<file path="config.mk">
export PLATFORM = sky130hd
export DESIGN_NAME = hiscore_ctrl_flat
export DESIGN_NICKNAME = d
export VERILOG_FILES = /design/src/rtl/hiscore_pkg.sv /design/src/rtl/hiscore_if.sv /design/src/rtl/hiscore_buf.sv /design/src/rtl/hiscore_ctrl.sv /design/src/flat_wrapper.sv
export SDC_FILE = /design/constraint.sdc
export NUM_CORES = 1
export LEC_CHECK = 0
export ABC_AREA = 1
export BUFFER_PORTS_ARGS = -buffer_cell sky130_fd_sc_hd__buf_2
export CAP_MARGIN = 15
export CORE_MARGIN = 2
export CORE_UTILIZATION = 45
export CTS_CLUSTER_SIZE = 24
export DETAILED_ROUTE_END_ITERATION = 10
export PLACE_DENSITY = 0.74
export REMOVE_ABC_BUFFERS = 1
export SYNTH_ARGS = -nofsm -noshare
export SYNTH_HDL_FRONTEND = slang
export SYNTH_SLANG_ARGS = --single-unit
</file>
<file path="constraint.sdc">
create_clock -name clk -period 2.6 [get_ports clk]
set_input_delay 0.52 -clock clk [delete_from_list [all_inputs] [get_ports clk]]
set_output_delay 0.52 -clock clk [all_outputs]
set_load 0.01 [all_outputs]
</file>
<file path="src/rtl/hiscore_pkg.sv">
// Shared types and default constants for the high-score save/load controller.
package hiscore_pkg;

    typedef enum logic [1:0] {
        IDLE,
        WAIT_ACK,
        LOAD,
        UPLOAD
    } hs_state_t;

    localparam int             HS_ADDR_W     = 10;
    localparam logic [9:0]     HS_RAM_BASE   = 10'h288;
    localparam int             HS_LEN        = 4;
    localparam logic [7:0]     HS_DL_INDEX   = 8'd3;
    localparam int             HS_LOAD_DELAY = 60;

    // Index width for a table of len bytes; never below one bit.
    function automatic int hs_idx_w(input int len);
        return (len > 1) ? $clog2(len) : 1;
    endfunction

endpackage

</file>
<file path="src/rtl/hiscore_if.sv">
// Work-RAM port B plus the CPU hold handshake, shared by controller and game core.
interface hiscore_if
    import hiscore_pkg::*;
#(
    parameter int ADDR_W = HS_ADDR_W
);
    logic              pause_req;
    logic              pause_ack;
    logic [ADDR_W-1:0] ram_addr;
    logic              ram_we;
    logic [7:0]        ram_wdata;
    logic [7:0]        ram_rdata;

    modport master (
        output pause_req, ram_addr, ram_we, ram_wdata,
        input  pause_ack, ram_rdata
    );

    modport slave (
        input  pause_req, ram_addr, ram_we, ram_wdata,
        output pause_ack, ram_rdata
    );
endinterface

</file>
<file path="src/rtl/hiscore_buf.sv">
// Local copy of the downloaded high-score table: one write port, one async read port.
module hiscore_buf
    import hiscore_pkg::*;
#(
    parameter int LEN   = HS_LEN,
    parameter int IDX_W = hs_idx_w(HS_LEN)
) (
    input  logic             clk,
    input  logic             we_i,
    input  logic [IDX_W-1:0] waddr_i,
    input  logic [7:0]       wdata_i,
    input  logic [IDX_W-1:0] raddr_i,
    output logic [7:0]       rdata_o
);

    // Deliberately not reset so a core reset can re-apply the last download.
    logic [7:0] mem_q [LEN] = '{default: 8'h00};

    always_ff @(posedge clk) begin
        if (we_i) begin
            mem_q[waddr_i] <= wdata_i;
        end
    end

    assign rdata_o = mem_q[raddr_i];

endmodule

</file>
<file path="src/rtl/hiscore_ctrl.sv">
// Shares game work RAM between the CPU and the HPS high-score download/upload path.
module hiscore_ctrl
    import hiscore_pkg::*;
#(
    parameter int                ADDR_W     = HS_ADDR_W,
    parameter logic [ADDR_W-1:0] RAM_BASE   = HS_RAM_BASE,
    parameter int                LEN        = HS_LEN,
    parameter logic [7:0]        DL_INDEX   = HS_DL_INDEX,
    parameter int                LOAD_DELAY = HS_LOAD_DELAY
) (
    input  logic        clk,
    input  logic        reset,
    input  logic        vblank,
    input  logic        ioctl_download,
    input  logic        ioctl_upload,
    input  logic [7:0]  ioctl_index,
    input  logic        ioctl_wr,
    input  logic        ioctl_rd,
    input  logic [24:0] ioctl_addr,
    input  logic [7:0]  ioctl_dout,
    output logic [7:0]  ioctl_din,
    output logic        busy,
    hiscore_if.master   ram_bus
);

    localparam int IDX_W = hs_idx_w(LEN);
    localparam int CNT_W = $clog2(LOAD_DELAY + 1);

    hs_state_t        state_q;
    logic             pause_req_q;
    logic [IDX_W-1:0] idx_q;
    logic [CNT_W-1:0] cnt_q, cnt_d;
    logic             vblank_q, upload_q;
    logic             pending_q, pending_d;
    logic             loaded_q;
    logic             rd_q, oob_q;
    logic [7:0]       din_q;
    logic             have_data_q = 1'b0;

    logic             idx_match, addr_in_tbl, cap_we, load_go, upl_rise, ack;
    logic [7:0]       buf_rdata;

    assign ack         = ram_bus.pause_ack;
    assign idx_match   = (ioctl_index == DL_INDEX);
    assign addr_in_tbl = (ioctl_addr < 25'(LEN));
    assign cap_we      = (state_q == IDLE) && ioctl_wr && idx_match && addr_in_tbl;
    assign load_go     = have_data_q && (cnt_q == CNT_W'(LOAD_DELAY))
                         && !ioctl_download && !loaded_q;
    assign upl_rise    = ioctl_upload && !upload_q && idx_match;

    hiscore_buf #(.LEN(LEN), .IDX_W(IDX_W)) u_buf (
        .clk     (clk),
        .we_i    (cap_we),
        .waddr_i (ioctl_addr[IDX_W-1:0]),
        .wdata_i (ioctl_dout),
        .raddr_i (idx_q),
        .rdata_o (buf_rdata)
    );

    always_comb begin
        cnt_d = cnt_q;
        if (vblank && !vblank_q && (cnt_q != CNT_W'(LOAD_DELAY))) begin
            cnt_d = cnt_q + CNT_W'(1);
        end
        pending_d = pending_q;
        if (upl_rise) begin
            pending_d = 1'b1;
        end else if ((state_q == WAIT_ACK) && ack && pending_q) begin
            pending_d = 1'b0;
        end
    end

    always_ff @(posedge clk) begin
        if (cap_we) begin
            have_data_q <= 1'b1;
        end
    end

    always_ff @(posedge clk) begin
        if (reset) begin
            state_q     <= IDLE;
            pause_req_q <= 1'b0;
            idx_q       <= '0;
            cnt_q       <= '0;
            vblank_q    <= 1'b0;
            upload_q    <= 1'b0;
            pending_q   <= 1'b0;
            loaded_q    <= 1'b0;
            rd_q        <= 1'b0;
            oob_q       <= 1'b0;
            din_q       <= 8'hFF;
        end else begin
            vblank_q  <= vblank;
            upload_q  <= ioctl_upload;
            cnt_q     <= cnt_d;
            pending_q <= pending_d;
            // RAM data lags its address by a clock, so the upload byte lands two clocks after rd.
            rd_q      <= ioctl_rd && (state_q == UPLOAD);
            oob_q     <= !addr_in_tbl;
            if (rd_q) begin
                din_q <= oob_q ? 8'hFF : ram_bus.ram_rdata;
            end
            if (cap_we) begin
                loaded_q <= 1'b0;
            end

            case (state_q)
                IDLE: begin
                    if (pending_q || load_go) begin
                        state_q     <= WAIT_ACK;
                        pause_req_q <= 1'b1;
                    end
                end
                WAIT_ACK: begin
                    if (ack) begin
                        state_q <= pending_q ? UPLOAD : LOAD;
                        idx_q   <= '0;
                    end
                end
                LOAD: begin
                    if (ack) begin
                        if (idx_q == IDX_W'(LEN - 1)) begin
                            idx_q       <= '0;
                            loaded_q    <= 1'b1;
                            pause_req_q <= 1'b0;
                            state_q     <= IDLE;
                        end else begin
                            idx_q <= idx_q + IDX_W'(1);
                        end
                    end
                end
                UPLOAD: begin
                    if (!ioctl_upload) begin
                        pause_req_q <= 1'b0;
                        state_q     <= IDLE;
                    end
                end
                default: begin
                    state_q     <= IDLE;
                    pause_req_q <= 1'b0;
                end
            endcase
        end
    end

    // Write enable is gated by the live ack and by reset so no write escapes a hold drop or abort.
    assign ram_bus.ram_we    = (state_q == LOAD) && ack && !reset;
    assign ram_bus.ram_addr  = (state_q == LOAD)   ? RAM_BASE + ADDR_W'(idx_q) :
                               (state_q == UPLOAD) ? RAM_BASE + ioctl_addr[ADDR_W-1:0] :
                                                     '0;
    assign ram_bus.ram_wdata = (state_q == LOAD) ? buf_rdata : 8'h00;
    assign ram_bus.pause_req = pause_req_q;
    assign ioctl_din         = din_q;
    assign busy              = (state_q != IDLE);

endmodule

</file>
<file path="src/flat_wrapper.sv">
// flat-port wrapper written by rule: the top's interface ports become plain ports
module hiscore_ctrl_flat import hiscore_pkg::*;
#(
    parameter int                ADDR_W     = HS_ADDR_W,
    parameter logic [ADDR_W-1:0] RAM_BASE   = HS_RAM_BASE,
    parameter int                LEN        = HS_LEN,
    parameter logic [7:0]        DL_INDEX   = HS_DL_INDEX,
    parameter int                LOAD_DELAY = HS_LOAD_DELAY
)
  (clk, reset, vblank, ioctl_download, ioctl_upload, ioctl_index, ioctl_wr, ioctl_rd, ioctl_addr, ioctl_dout, ioctl_din, busy, ram_bus_pause_req, ram_bus_ram_addr, ram_bus_ram_we, ram_bus_ram_wdata, ram_bus_pause_ack, ram_bus_ram_rdata);
  hiscore_if #(.ADDR_W(ADDR_W)) ram_bus_i ();
  input  logic clk;
  input  logic reset;
  input  logic vblank;
  input  logic ioctl_download;
  input  logic ioctl_upload;
  input  logic [7:0] ioctl_index;
  input  logic ioctl_wr;
  input  logic ioctl_rd;
  input  logic [24:0] ioctl_addr;
  input  logic [7:0] ioctl_dout;
  output logic [7:0] ioctl_din;
  output logic busy;
  output wire logic [$bits(ram_bus_i.pause_req)-1:0] ram_bus_pause_req;
  output wire logic [$bits(ram_bus_i.ram_addr)-1:0] ram_bus_ram_addr;
  output wire logic [$bits(ram_bus_i.ram_we)-1:0] ram_bus_ram_we;
  output wire logic [$bits(ram_bus_i.ram_wdata)-1:0] ram_bus_ram_wdata;
  input wire logic [$bits(ram_bus_i.pause_ack)-1:0] ram_bus_pause_ack;
  input wire logic [$bits(ram_bus_i.ram_rdata)-1:0] ram_bus_ram_rdata;
  assign ram_bus_pause_req = ram_bus_i.pause_req;
  assign ram_bus_ram_addr = ram_bus_i.ram_addr;
  assign ram_bus_ram_we = ram_bus_i.ram_we;
  assign ram_bus_ram_wdata = ram_bus_i.ram_wdata;
  assign ram_bus_i.pause_ack = ram_bus_pause_ack;
  assign ram_bus_i.ram_rdata = ram_bus_ram_rdata;
  hiscore_ctrl #(.ADDR_W(ADDR_W), .RAM_BASE(RAM_BASE), .LEN(LEN), .DL_INDEX(DL_INDEX), .LOAD_DELAY(LOAD_DELAY)) u_core (.clk(clk), .reset(reset), .vblank(vblank), .ioctl_download(ioctl_download), .ioctl_upload(ioctl_upload), .ioctl_index(ioctl_index), .ioctl_wr(ioctl_wr), .ioctl_rd(ioctl_rd), .ioctl_addr(ioctl_addr), .ioctl_dout(ioctl_dout), .ioctl_din(ioctl_din), .busy(busy), .ram_bus(ram_bus_i));
endmodule
</file>
==> results of run 1 <==
==> cells by family (layout without fill, tap and decap cells) <==
| family | after synthesis | in the layout | synth area share, % |
|---|---|---|---|
| adders and majority gates | 6 | 6 | 2.753 |
| xor gates and xnor gates | 2 | 2 | 0.6426 |
| buffers and inverters | 44 | 142 | 6.425 |
| and+or+nand+nor | 154 | 154 | 24.19 |
| AOI/OAI and AO/OA | 55 | 55 | 10.92 |
| DFF | 59 | 59 | 55.07 |
==> worst max-delay path: cells and delay by family (launching register included) <==
kind	cells	cell delay, ps
AOI/OAI and AO/OA	2	340
buffers and inverters	2	370
DFF	1	650
==> layout by cell type (no fill, tap or decap), drive strengths merged <==
cell type / n
buf: 90
nor2: 74
nand2: 56
inv: 36
edfxtp: 32
dfxtp: 27
o21ai: 27
a21oi: 17
nand3: 16
clkbuf: 14
o22ai: 8
ha: 6
nor3: 4
xnor2: 2
o21a: 1
a31oi: 1
nor3b: 1
and2: 1
or2: 1
o211a: 1
nand4: 1
bufinv: 1
clkinv: 1
==> final cells by class <==
cell class,count,area (sq um)
clock inverters,2,35.03
repair buffers,90,462.9
well taps,75,93.84
fillers,562,2445
multi-input cells,217,1050
flip-flops and latches,59,1501
inverters,36,135.1
clock buffers,14,162.7
==> metrics by stage <==
step                hold WS, ps  setup slack [ps]  instances  util, %  cell area, sq um
floorplan                 457.6             630.7        312        -              2686
global placement          450.6             547.9        477    55.10              3243
detailed placement        456.6             516.8        477    55.10              3243
CTS                       390.7             342.8        493    58.46              3441
global route              400.8             187.4        493    58.46              3441
finish                    407.0             384.1        493    58.46              3441
==> final timing paths <==
kind                                      startpoint                       end  slack, ps  cells after the start
worst max register to register     u_core.state_q[0]  u_core.u_buf.mem_q[1][0]        980                      8
worst min-delay path            ram_bus_ram_rdata[5]       u_core.ioctl_din[5]        410                      3
worst max-delay path                            flop      ram_bus_ram_wdata[1]        380                      4
worst min register to register   u_core.ioctl_din[3]       u_core.ioctl_din[3]        470                      2
==> registers in the layout, indices dropped and copies added (netlist names), named ones only <==
name	cells
u_core.state_q	2
u_core.rd_q	1
u_core.ioctl_din	8
u_core.vblank_q	1
u_core.u_buf.mem_q	32
u_core.idx_q	2
u_core.oob_q	1
u_core.loaded_q	1
u_core.cnt_q	6
u_core.upload_q	1
u_core.pending_q	1
u_core.ram_bus.pause_req	1
==> metal layers <==
metal  global-route usage (%)  up-vias
li1                         -     1237
met4                    7.000        0
met2                    31.63       63
met3                    5.604        5
met1                    21.82     1040
met5                        0        -
==> report_power, final <==
group / leakage, uW / total (uW) / internal (uW) / switching, uW
combinational: 0.000957 / 561 / 214 / 347
clock: 0.000101 / 817 / 495 / 323
sequential: 0.000507 / 1070 / 1020 / 56.4
==> run summary, run 1 <==
most common cell in the netlist: nor2_1
post-route ant nets: 0
First DRT Iteration DRCs: 132
Final Hold Fails: 0
Peak supply drop: 456.6 uV
GRT Util Overall: 18.50%
post_cts resized: 0
DRT met1 WL: 2618 um
number of flops mapped to enable cells by yosys: 32
setup TNS: 0 ps
Highest Signal Layer: met4
status: finished, final reports clean
Hold/Removal Path Class: in2reg
Worst-Skew Late Latency: 320 ps
max cap viols: 0
Commonest cells post-synth: nor2_1 (69), nand2_1 (50), edfxtp_1 (32), inv_1 (31), dfxtp_1 (27)
met2 WL post-DR: 2813 um
crit path kind: reg2out
Worst Setup Start Kind: flop
initial antenna violation count: 0
Leak Pwr: 0.001565 uW
Cell Area, Synth: 0.002726 sq mm
Final Power: 2454 uW
Root Buffer: clkbuf_8
syn_area_per_cell: 8.520 sq um
critical path endpoint category: output port
clk_skew: 6.393 ps
Worst Tran Pin Value: 535.8 ps
maximum buffer depth of the clock tree: 2
CTS sink cnt: 59
die area: 0.006697 sq mm
TritonCTS clock tree: built
crit path DAT: 1700 ps
top-area cell type share of the netlist area: 35.25%
largest area contributor in the netlist: edfxtp_1
Post-CTS Setup Inserts: 0
global placer's final weighted congestion: 0.8660
first-pass GRT wire length: 9239 um
vias in the first global route: 2165
Clk pin slew, worst setup/hold paths: 60 ps
Req. time, crit path: 2080 ps
P&R area growth vs syn: 26.20%
Initial Util: 46.32%
Final Net Count: 476
CP max stage cell: dfxtp_1
Post-route DRC: 0
Boundary Pins: 86
Port Buffers: 85
RSZ-0062 raised after global routing: false
post-synthesis async set-or-reset flop share: 0%
TritonCTS Buffers: 9
total congestion overflow: 0
post-DP HPWL: 4393 um
routed wl met3: 279 um
largest net degree at the start of global routing: 22
FMAX: 0.4513 GHz
Hold-fix buffers, CTS: 0
Synth Instances: 320
pwr/cell area: 713.1 mW/mm^2
top_reg_cell synth: edfxtp_1
DR pass1 iterations: 4
height of the die: 81.84 um
diode count: 0
Synthesis Warnings: 0
Seq/Total Area, Yosys: 55.07%
FF+latch count, synth: 59
via count: 2345
H-tree depth: 3
crit-path max FO: 17
Period Utilization, post-route: 85.23%
die width: 81.84 um
vias per cell: 4.757
Tmin final: 2216 ps
max_slew headroom: 64.23%
area of the core: 0.005886 sq mm
slowest stage delay, CP: 650 ps
DR WL/cell: 11.72 um
count of cell types in the netlist: 29
dominant cells by area after synthesis: edfxtp_1 (35%), dfxtp_1 (20%), nor2_1 (9.5%)
final setup vio count: 0
Rows: 28
fin. max-slew vios: 0
CP Cell Sequence: inv_2 > o21ai_0 > a21oi_1 > buf_2
drt total wl: 5778 um
layout cells sized above 1: 29.43%
No activity file was read; power rests on OpenSTA's default activity.
==> run 2, diff against run 1 <==
CTS_CLUSTER_DIAMETER = 120   (was default)
clock period = 2.1 ns   (was 2.6 ns; I/O delays follow)
==> run 2 against run 1 <==
Net effect: first-iteration DRC count fell by 27%; critical path depth rose by 2; core utilization rose by 1.3 points; power rose by 38%; clock power rose by 65%; routed wire length rose by 4.3%; register-to-register slack got worse by 490 ps; global-route usage rose by 0.075 points; count of clock-buffer cells in the layout fell by 5; via count rose by 1.8%.
==> run summary, run 2 (synthesized netlist as in run 1, its figures left out) <==
status: finished, final reports clean (unchanged)
Peak supply drop: 535.9 uV (was 456.6 uV)
pwr/cell area: 965.4 mW/mm^2 (was 713.1 mW/mm^2)
layout cells sized above 1: 30.55% (was 29.43%)
First DRT Iteration DRCs: 96 (was 132)
sequential share of power: 39.0% (was 43.8%)
Port Buffers: 85 (unchanged)
Post-CTS Setup Inserts: 0 (unchanged)
die width: 81.84 um (unchanged)
Leak Pwr: 0.001598 uW (was 0.001565 uW)
fin. max-slew vios: 0 (unchanged)
setup TNS: 0 ps (unchanged)
area of the core: 0.005886 sq mm (unchanged)
max_slew headroom: 80.27% (was 64.23%)
Hold/Removal Path Class: in2reg (unchanged)
TritonCTS Buffers: 9 (unchanged)
P&R area growth vs syn: 29.10% (was 26.20%)
vias in the first global route: 2193 (was 2165)
Post-route DRC: 0 (unchanged)
Final Util: 59.80% (was 58.46%)
most frequent cells in the layout: buf_2 (85), nor2_1 (69), nand2_1 (50) (unchanged)
first-pass GRT wire length: 9239 um (unchanged)
Top reg by flops: u_core.u_buf.mem_q (unchanged)
Final Hold Fails: 0 (unchanged)
H-tree depth: 3 (unchanged)
Worst-Skew Late Latency: 330 ps (was 320 ps)
Sw Share: 28.18% (was 29.62%)
Worst Tran Pin Value: 294.9 ps (was 535.8 ps)
final setup vio count: 0 (unchanged)
die area: 0.006697 sq mm (unchanged)
Clk pin slew, worst setup/hold paths: 60 ps (about the same)
RSZ-0062 raised after global routing: false (unchanged)
Root Buffer: clkbuf_8 (unchanged)
maximum buffer depth of the clock tree: 2 (unchanged)
global placer's final weighted congestion: 0.8705 (was 0.8660)
r2r worst-path depth: 8 (unchanged)
largest net degree at the start of global routing: 22 (unchanged)
Worst Setup Start Kind: flop (unchanged)
CTS sink cnt: 59 (unchanged)
GRT Util Overall: 18.57% (was 18.50%)
Tmin final: 1961 ps
post-DP HPWL: 4437 um (was 4393 um)
Clock power frac: 39.7% (was 33.3%)
crit-path max FO: 12 (was 17)
initial antenna violation count: 0 (unchanged)
Internal: 2440 uW (was 1727 uW)
clk_skew: 5.834 ps (was 6.393 ps)
DR WL/cell: 12.20 um (was 11.72 um)
max reg flops: 32 (unchanged)
critical path endpoint category: output port (unchanged)
post-route ant nets: 0 (unchanged)
Final Net Count: 477 (was 476)
commonest non-fill, non-tap cell in the layout: buf_2 (unchanged)
via count: 2388 (was 2345)
Req. time, crit path: 1680 ps (was 2080 ps)
vias per cell: 4.834 (was 4.757)
diode count: 0 (unchanged)
height of the die: 81.84 um (unchanged)
Hold-fix buffers, CTS: 0 (unchanged)
crit path DAT: 1540 ps (was 1700 ps)
DR pass1 iterations: 4 (unchanged)
hold depth: 3 (unchanged)
Rows: 28 (unchanged)
Psw: 957.5 uW (was 726.7 uW)
Initial Util: 46.32% (unchanged)
FMAX: 0.5100 GHz
crit path kind: reg2out (unchanged)
Comb power frac: 21.3% (was 22.9%)
total congestion overflow: 0 (unchanged)
TritonCTS clock tree: built (unchanged)
drt total wl: 6028 um (was 5778 um)
max cap viols: 0 (unchanged)
Period Utilization, post-route: 93.38%
Boundary Pins: 86 (unchanged)
## run 2: cell types whose count changed in the layout (fill, tap and decap cells not counted)
cell        delta
dfxtp_1        -2
dfxtp_4        +1
clkinvlp_4     +1
dfxtp_2        +1
clkbuf_1       -3
buf_4          +1
clkinv_2       -1
clkinv_4       +1
clkinv_1       +1
clkbuf_8       -2
bufinv_16      +3
## run 2: per-stage QoR
step                hold WS (ps)  cells  setup WS (ps)  cell area, sq um  total power (uW)
floorplan                  457.6    312          230.7              2686              1797
global placement           449.3    478          227.2              3251              2055
detailed placement         458.3    478          164.5              3251              2063
CTS                        286.7    494          50.04              3516              3426
global route               299.7    494          21.33              3520              3585
finish                     303.4    494          139.0              3520              3398
## run 2: worst max-delay path, stage by stage (launching register included)
cell and delay, ps:
dfxtp_1 450, inv_2 110, nand2_2 250, inv_1 110
nand3_1 80, inv_1 60, buf_2 140
## run 2: what timing repair did
| action | CTS | global route |
|---|---|---|
| pin swaps | 0 | 0 |
| endpoints found under the setup margin | 5 | 6 |
| endpoints found under the hold margin | 0 | 0 |
| resized for setup | 1 | 2 |
| cloned | 0 | 0 |
## run 2: worst paths after layout
check | from | slack [ps] | to
worst max-delay path | u_core.state_q[0] | 140 | ram_bus_ram_we
worst min-delay path | vblank | 300 | u_core.vblank_q
worst max register to register | u_core.state_q[1] | 490 | u_core.u_buf.mem_q[1][0]
worst min register to register | u_core.ioctl_din[0] | 470 | u_core.ioctl_din[0]
## run 2: per-layer routing
metal  share of wire [%]  GRT usage [%]  wire [um]  vias up
met1                  43          21.13       2567     1070
met5                   0              0          0        -
met4                0.88          9.167         53        0
li1                    -              -          -     1239
met2                  51          32.76       3092       70
met3                 5.2          4.066        314        9
## run 2: layout make-up
cell class | count | area, sq um
Clock buffer | 9 | 123.9
Clock inverter | 7 | 140.1
Fill cell | 502 | 2366
Inverter | 36 | 135.1
Multi-Input combinational cell | 217 | 1050
Sequential cell | 59 | 1506
Tap cell | 75 | 93.84
Timing Repair Buffer | 91 | 470.5
## run 2: power groups by stage
stage / Clock [uW] / Combinational, uW / Sequential [uW]
after CTS: 1380 / 726 / 1320
final: 1350 / 725 / 1330
after global placement: 0 / 709 / 1350
after global routing: 1440 / 813 / 1330
after floorplan: 0 / 453 / 1340
after detailed placement: 0 / 717 / 1350
